==> src/rtl/pipo_fifo.sv <==
// pipo_fifo: parallel-in parallel-out FIFO that keeps its words in a small
// register array.
//
// Parameters
//   WIDTH : data word width in bits (1..64)
//   DEPTH : number of stored words (power of two, 2..64)
//
// Ports
//   clk   in   single clock; all state updates on the rising edge
//   rst_n in   synchronous active-low reset; it overrides flush, ld and rd
//              and clears the storage array
//   ld    in   write request; din is stored when the write is accepted
//   din   in   write data [WIDTH]
//   rd    in   read request; the word on dout is consumed when accepted
//   flush in   synchronous clear of pointers, occupancy and ovf; it takes
//              priority over ld/rd and leaves the array contents in place
//   dout  out  oldest stored word, read combinationally [WIDTH]
//   empty out  FIFO holds 0 words
//   full  out  FIFO holds DEPTH words
//   ovf   out  sticky overflow; set by a write refused while full, cleared
//              only by reset or flush
//   count out  occupancy 0..DEPTH [$clog2(DEPTH+1)]; present only when the
//              macro PIPO_FIFO_COUNT_EN is defined
//
// Configuration macro: PIPO_FIFO_COUNT_EN
module pipo_fifo #(
  parameter int WIDTH = 16,
  parameter int DEPTH = 4
) (
  input  logic                     clk,
  input  logic                     rst_n,
  input  logic                     ld,
  input  logic [WIDTH-1:0]         din,
  input  logic                     rd,
  input  logic                     flush,
  output logic [WIDTH-1:0]         dout,
  output logic                     empty,
  output logic                     full,
  output logic                     ovf
`ifdef PIPO_FIFO_COUNT_EN
  ,
  output logic [$clog2(DEPTH+1)-1:0] count
`endif
);

  localparam int AW = $clog2(DEPTH);
  localparam logic [AW:0] PTR_ONE = {{AW{1'b0}}, 1'b1};

  // Pointers carry one extra wrap bit above the array index, so that equal
  // index bits mean either empty (wrap bits equal) or full (wrap bits differ).
  logic [AW:0]      r_wptr;
  logic [AW:0]      r_rptr;
  logic [WIDTH-1:0] r_mem [DEPTH];
  logic             r_ovf;

  logic w_empty;
  logic w_full;
  logic w_rd_acc;
  logic w_wr_acc;
  logic w_ovf_set;

  assign w_empty = (r_wptr == r_rptr);
  assign w_full  = (r_wptr[AW] != r_rptr[AW]) &&
                   (r_wptr[AW-1:0] == r_rptr[AW-1:0]);

  // An accepted read frees a slot at the same edge, so a write alongside it
  // is accepted even when full (pass-through at full occupancy).
  assign w_rd_acc  = rd & ~w_empty;
  assign w_wr_acc  = ld & (~w_full | w_rd_acc);
  assign w_ovf_set = ld & ~w_wr_acc;

  always_ff @(posedge clk) begin
    if (!rst_n) begin
      r_wptr <= '0;
      r_rptr <= '0;
      r_ovf  <= 1'b0;
      r_mem  <= '{default: '0};
    end else if (flush) begin
      r_wptr <= '0;
      r_rptr <= '0;
      r_ovf  <= 1'b0;
    end else begin
      if (w_wr_acc) begin
        r_mem[r_wptr[AW-1:0]] <= din;
        r_wptr                <= r_wptr + PTR_ONE;
      end
      if (w_rd_acc) begin
        r_rptr <= r_rptr + PTR_ONE;
      end
      if (w_ovf_set) begin
        r_ovf <= 1'b1;
      end
    end
  end

`ifdef PIPO_FIFO_COUNT_EN
  localparam int CW = $clog2(DEPTH+1);
  localparam logic [CW-1:0] CNT_ONE = {{(CW-1){1'b0}}, 1'b1};

  logic [CW-1:0] r_count;

  always_ff @(posedge clk) begin
    if (!rst_n || flush) begin
      r_count <= '0;
    end else begin
      case ({w_wr_acc, w_rd_acc})
        2'b10:   r_count <= r_count + CNT_ONE;
        2'b01:   r_count <= r_count - CNT_ONE;
        default: r_count <= r_count;
      endcase
    end
  end

  assign count = r_count;
`endif

  assign dout  = r_mem[r_rptr[AW-1:0]];
  assign empty = w_empty;
  assign full  = w_full;
  assign ovf   = r_ovf;

endmodule

==> config.mk <==
export PLATFORM = sky130hd
export DESIGN_NAME = pipo_fifo
export DESIGN_NICKNAME = d
export VERILOG_FILES = /design/src/rtl/pipo_fifo.sv
export SDC_FILE = /design/constraint.sdc
export NUM_CORES = 1
export LEC_CHECK = 0
export ABC_CLOCK_PERIOD_IN_PS = 1990
export BUFFER_PORTS_ARGS = -buffer_cell sky130_fd_sc_hd__buf_4
export CAP_MARGIN = 20
export CORE_ASPECT_RATIO = 0.5
export CORE_MARGIN = 8
export CORE_UTILIZATION = 50
export DETAILED_ROUTE_END_ITERATION = 12
export GPL_ROUTABILITY_DRIVEN = 0
export PLACE_DENSITY = 0.7
export REMOVE_ABC_BUFFERS = 1
export SLEW_MARGIN = 40
export SYNTH_ARGS = -nofsm -noshare
export SYNTH_HDL_FRONTEND = slang
export SYNTH_SLANG_ARGS = --single-unit
==> constraint.sdc <==
create_clock -name clk -period 1.99 [get_ports clk]
set_input_delay 0.0995 -clock clk [delete_from_list [all_inputs] [get_ports clk]]
set_output_delay 0.0995 -clock clk [all_outputs]
set_load 0.02 [all_outputs]
==> Flow_metrics.wiki <==
{| class="wikitable"
! Metric !! Value
|-
| Vias in the first global route || approximately 2200
|-
| Max Clock Skew || approximately 0.0035 ns
|-
| Number of I/O port buffers || 39
|-
| Series of cell instances along the critical path || buf_6, mux4_1, buf_4
|-
| Area added between synthesis and finish || 19.3%
|-
| H-tree levels || 3
|-
| Register area share after synthesis || 0.438
|-
| Combined area of all synthesized cells || about 3200 µm²
|-
| Area of the core region || between 6000 and 7000 µm²
|-
| Post-Syn Area per Cell || 11.1 µm²
|-
| Count of clock tree sinks || 71
|-
| Power per cell area || slightly above 800 nW/µm²
|-
| Post-route core utilization || 0.628
|-
| Count of unique library cells instantiated by Yosys || 30
|-
| Aggregate routed wire length || ~6500 µm
|-
| Critical path's top delay family || multiplexers
|-
| Maximum net fanout on the critical path || 18
|-
| Count of state elements after synthesis || a little over 70
|-
| Number of inserted diodes || 0
|-
| Initial DRT Pass Iterations || 4
|-
| Total number of nets in the final design || about 360
|-
| First element of the critical path || r_rptr[1]
|-
| Kind of end point of the critical path || output pin
|-
| Accumulated negative setup slack || 0 ns
|-
| Max Transition Viols Final || 0
|-
| Placed wire-length estimate after detailed placement || between 4000 and 5000 µm
|-
| Die span in y || between 70 and 80 µm
|-
| Setup slack of the critical path after layout || around 0.075 ns
|-
| Run status || complete, no violations
|-
| Total global routing track utilization || 0.144
|-
| Source of the worst register-to-register timing path || r_wptr[1]
|-
| RSZ-0062 raised after global routing || no
|-
| Leak || between 1.5 and 2 nW
|-
| Most common library cell in the layout ignoring fill and taps || nand2_1
|-
| Layout Cell Area excl Fill || between 3000 and 4000 µm²
|-
| Congestion Overflow GR || 0
|-
| Hold-fix buffer count after cts || 0
|-
| Largest net degree at the start of global routing || just under 50
|-
| Clock root buffer master || clkbuf_16
|-
| Initial Utilization || 0.527
|-
| Wire length of the first global-routing pass || about 11000 µm
|-
| Number of synthesis warnings || 0
|-
| Startpoint of the lowest-slack hold path || ld
|-
| Maximum capacitance violations || 0
|-
| Number of vias after detailed routing || ~2200
|-
| Wire length per cell || between 15 and 20 µm
|-
| Number of top-level pins || 40
|-
| Number of buffers created by CTS || 9
|-
| Biggest cell delay along the critical path || roughly 0.63 ns
|-
| Slew HR || 0.507
|-
| Kind of start point of the critical path || flip-flop
|-
| CP Class || reg2out
|-
| Worst path slowest cell || mux4_1
|-
| Total placed instance area || ~3500 µm²
|-
| Required arrival time at the worst endpoint || between 1.5 and 2 ns
|-
| Die area || 9470 µm²
|-
| Final worst path period need || approximately 1.9 ns
|-
| Commonest non-fill, non-tap cells in the layout || 81 x nand2_1, 71 x dfxtp_1, 65 x mux2i_1
|-
| Final antenna-violating net count || 0
|-
| Residual DRC count || 0
|-
| Clock slew seen by the registers of the worst setup and hold paths || approximately 0.05 ns
|-
| Maximum resistive drop on vdd || roughly 0.5 mV
|-
| Clock latency at the later pin of the worst-skew pair || 0.33 ns
|-
| Instance count of the mapped netlist || approximately 290
|-
| Vias per cell || between 5 and 6
|-
| Arr. time, crit path || approximately 1.8 ns
|-
| Count of buffering cells on the critical path with inverters included || 2
|-
| TritonCTS clock tree || built
|-
| Minimum setup slack after placement || -0.00661 ns
|-
| Number of failing hold endpoints at the final stage || 0
|-
| DRC marker count from the first detailed-route iteration || 96
|-
| Die Span X || ~130 µm
|-
| Layout cells sized above 1 || 0.229
|-
| Final-layout fill cell count || 501
|-
| Largest buffer count on any clock path || 2
|-
| Type of the tightest min-delay check || in2reg
|-
| Row count || 20
|-
| Measured slew at the worst slew-check pin || between 0.7 and 0.8 ns
|-
| Antenna violations before repair || 0
|-
| Share of the cycle needed by the critical path after routing || 0.962
|-
| Slack of the worst reg-to-reg path || about 0.16 ns
|-
| Final setup fails || 0
|-
| Maximum clock frequency || between 0.5 and 0.6 GHz
|}
-- per-stage QoR --
stage	power (mW)	instances	hold WS, ns
2_1_floorplan	1.62	272	0.249
3_3_place_gp	1.73	403	0.384
3_5_place_dp	1.74	403	0.396
4_1_cts	3.22	424	0.0556
5_1_grt	3.31	424	0.0778
6_report	3.19	424	0.0611
-- cell type report --
type / count / area, µm² / share of cell area
tap: 88 / 110 / 0.0285
clock buffer: 13 / 260 / 0.0673
timing repair buffer: 48 / 389 / 0.101
inverter: 4 / 15.0 / 0.00388
multi-input combinational: 197 / 1650 / 0.428
sequential: 71 / 1420 / 0.368
clock inverter: 3 / 17.5 / 0.00453
-- routing by layer --
metal / GRT usage / part of all wire / vias to the layer above
met1: 0.166 / 0.47 / 1018
met4: 0.0536 / 0.010 / 0
met3: 0.0510 / 0.038 / 4
met2: 0.244 / 0.48 / 36
li1: - / - / 1096
met5: 0 / 0 / -
-- sequential cells by signal, indices dropped and copies added (netlist names) --
register,count
ovf,1
r_wptr,3
r_mem,64
r_rptr,3
-- cells by family after synthesis --
kind of cell / share of synthesized area
AOI/OAI and AO/OA: 0.0143
xor gates and xnor gates: 0.0212
adders and majority gates: 0.0193
buffers and inverters: 0.0529
DFF: 0.438
muxes: 0.320
and+or+nand+nor: 0.134
-- power by group --
| part | switching (mW) | leakage, nW | internal, mW |
|---|---|---|---|
| Combinational | 0.136 | 1.19 | 0.120 |
| Sequential | 0.0127 | 0.574 | 1.45 |
| Clock | 0.563 | 0.136 | 0.907 |
| Total | 0.711 | 1.90 | 2.47 |
-- worst reg2reg max path, cell delays in order, from the launching register on --
cell	delay [ns]
dfxtp_1	0.43
xor2_2	0.14
or4_4	0.59
nand3_4	0.34
mux2i_1	0.25
-- synthesized netlist by cell type --
cell type	instances	area [µm²]
xor2_2	1	16.3
a31oi_1	1	6.26
buf_12	4	80.1
xor2_1	4	35.0
or4_1	1	7.51
clkbuf_1	9	33.8
o41ai_1	1	8.76
nand3_1	1	5.00
o311ai_0	1	8.76
ha_1	5	62.6
mux4_1	7	184
nor3_1	2	10.0
buf_1	2	7.51
a21oi_1	2	10.0
nand2b_1	1	6.26
inv_1	4	15.0
nand2_1	81	304
o21ai_0	1	5.00
buf_2	1	5.00
nand3_4	4	70.1
dfxtp_1	71	1420
buf_6	2	22.5
xnor2_1	2	17.5
mux2i_1	65	651
or3_1	1	6.26
o31ai_1	1	7.51
nor2_1	5	18.8
nor2b_1	1	6.26
mux4_2	9	203
buf_4	1	7.51
-- worst paths after layout --
check,depth (start not counted),end
min reg2reg,2,r_mem[51]
max,3,dout[2]
min,3,ovf
max reg2reg,4,r_mem[20]
-- timing repair --
| item | CTS | global route |
|---|---|---|
| setup buffers | 5 | 0 |
| endpoints found under the setup margin | 10 | 0 |
| gates resized for setup | 2 | 0 |
| endpoints found under the hold margin | 0 | 0 |
Power figures use the tool's default switching activity.
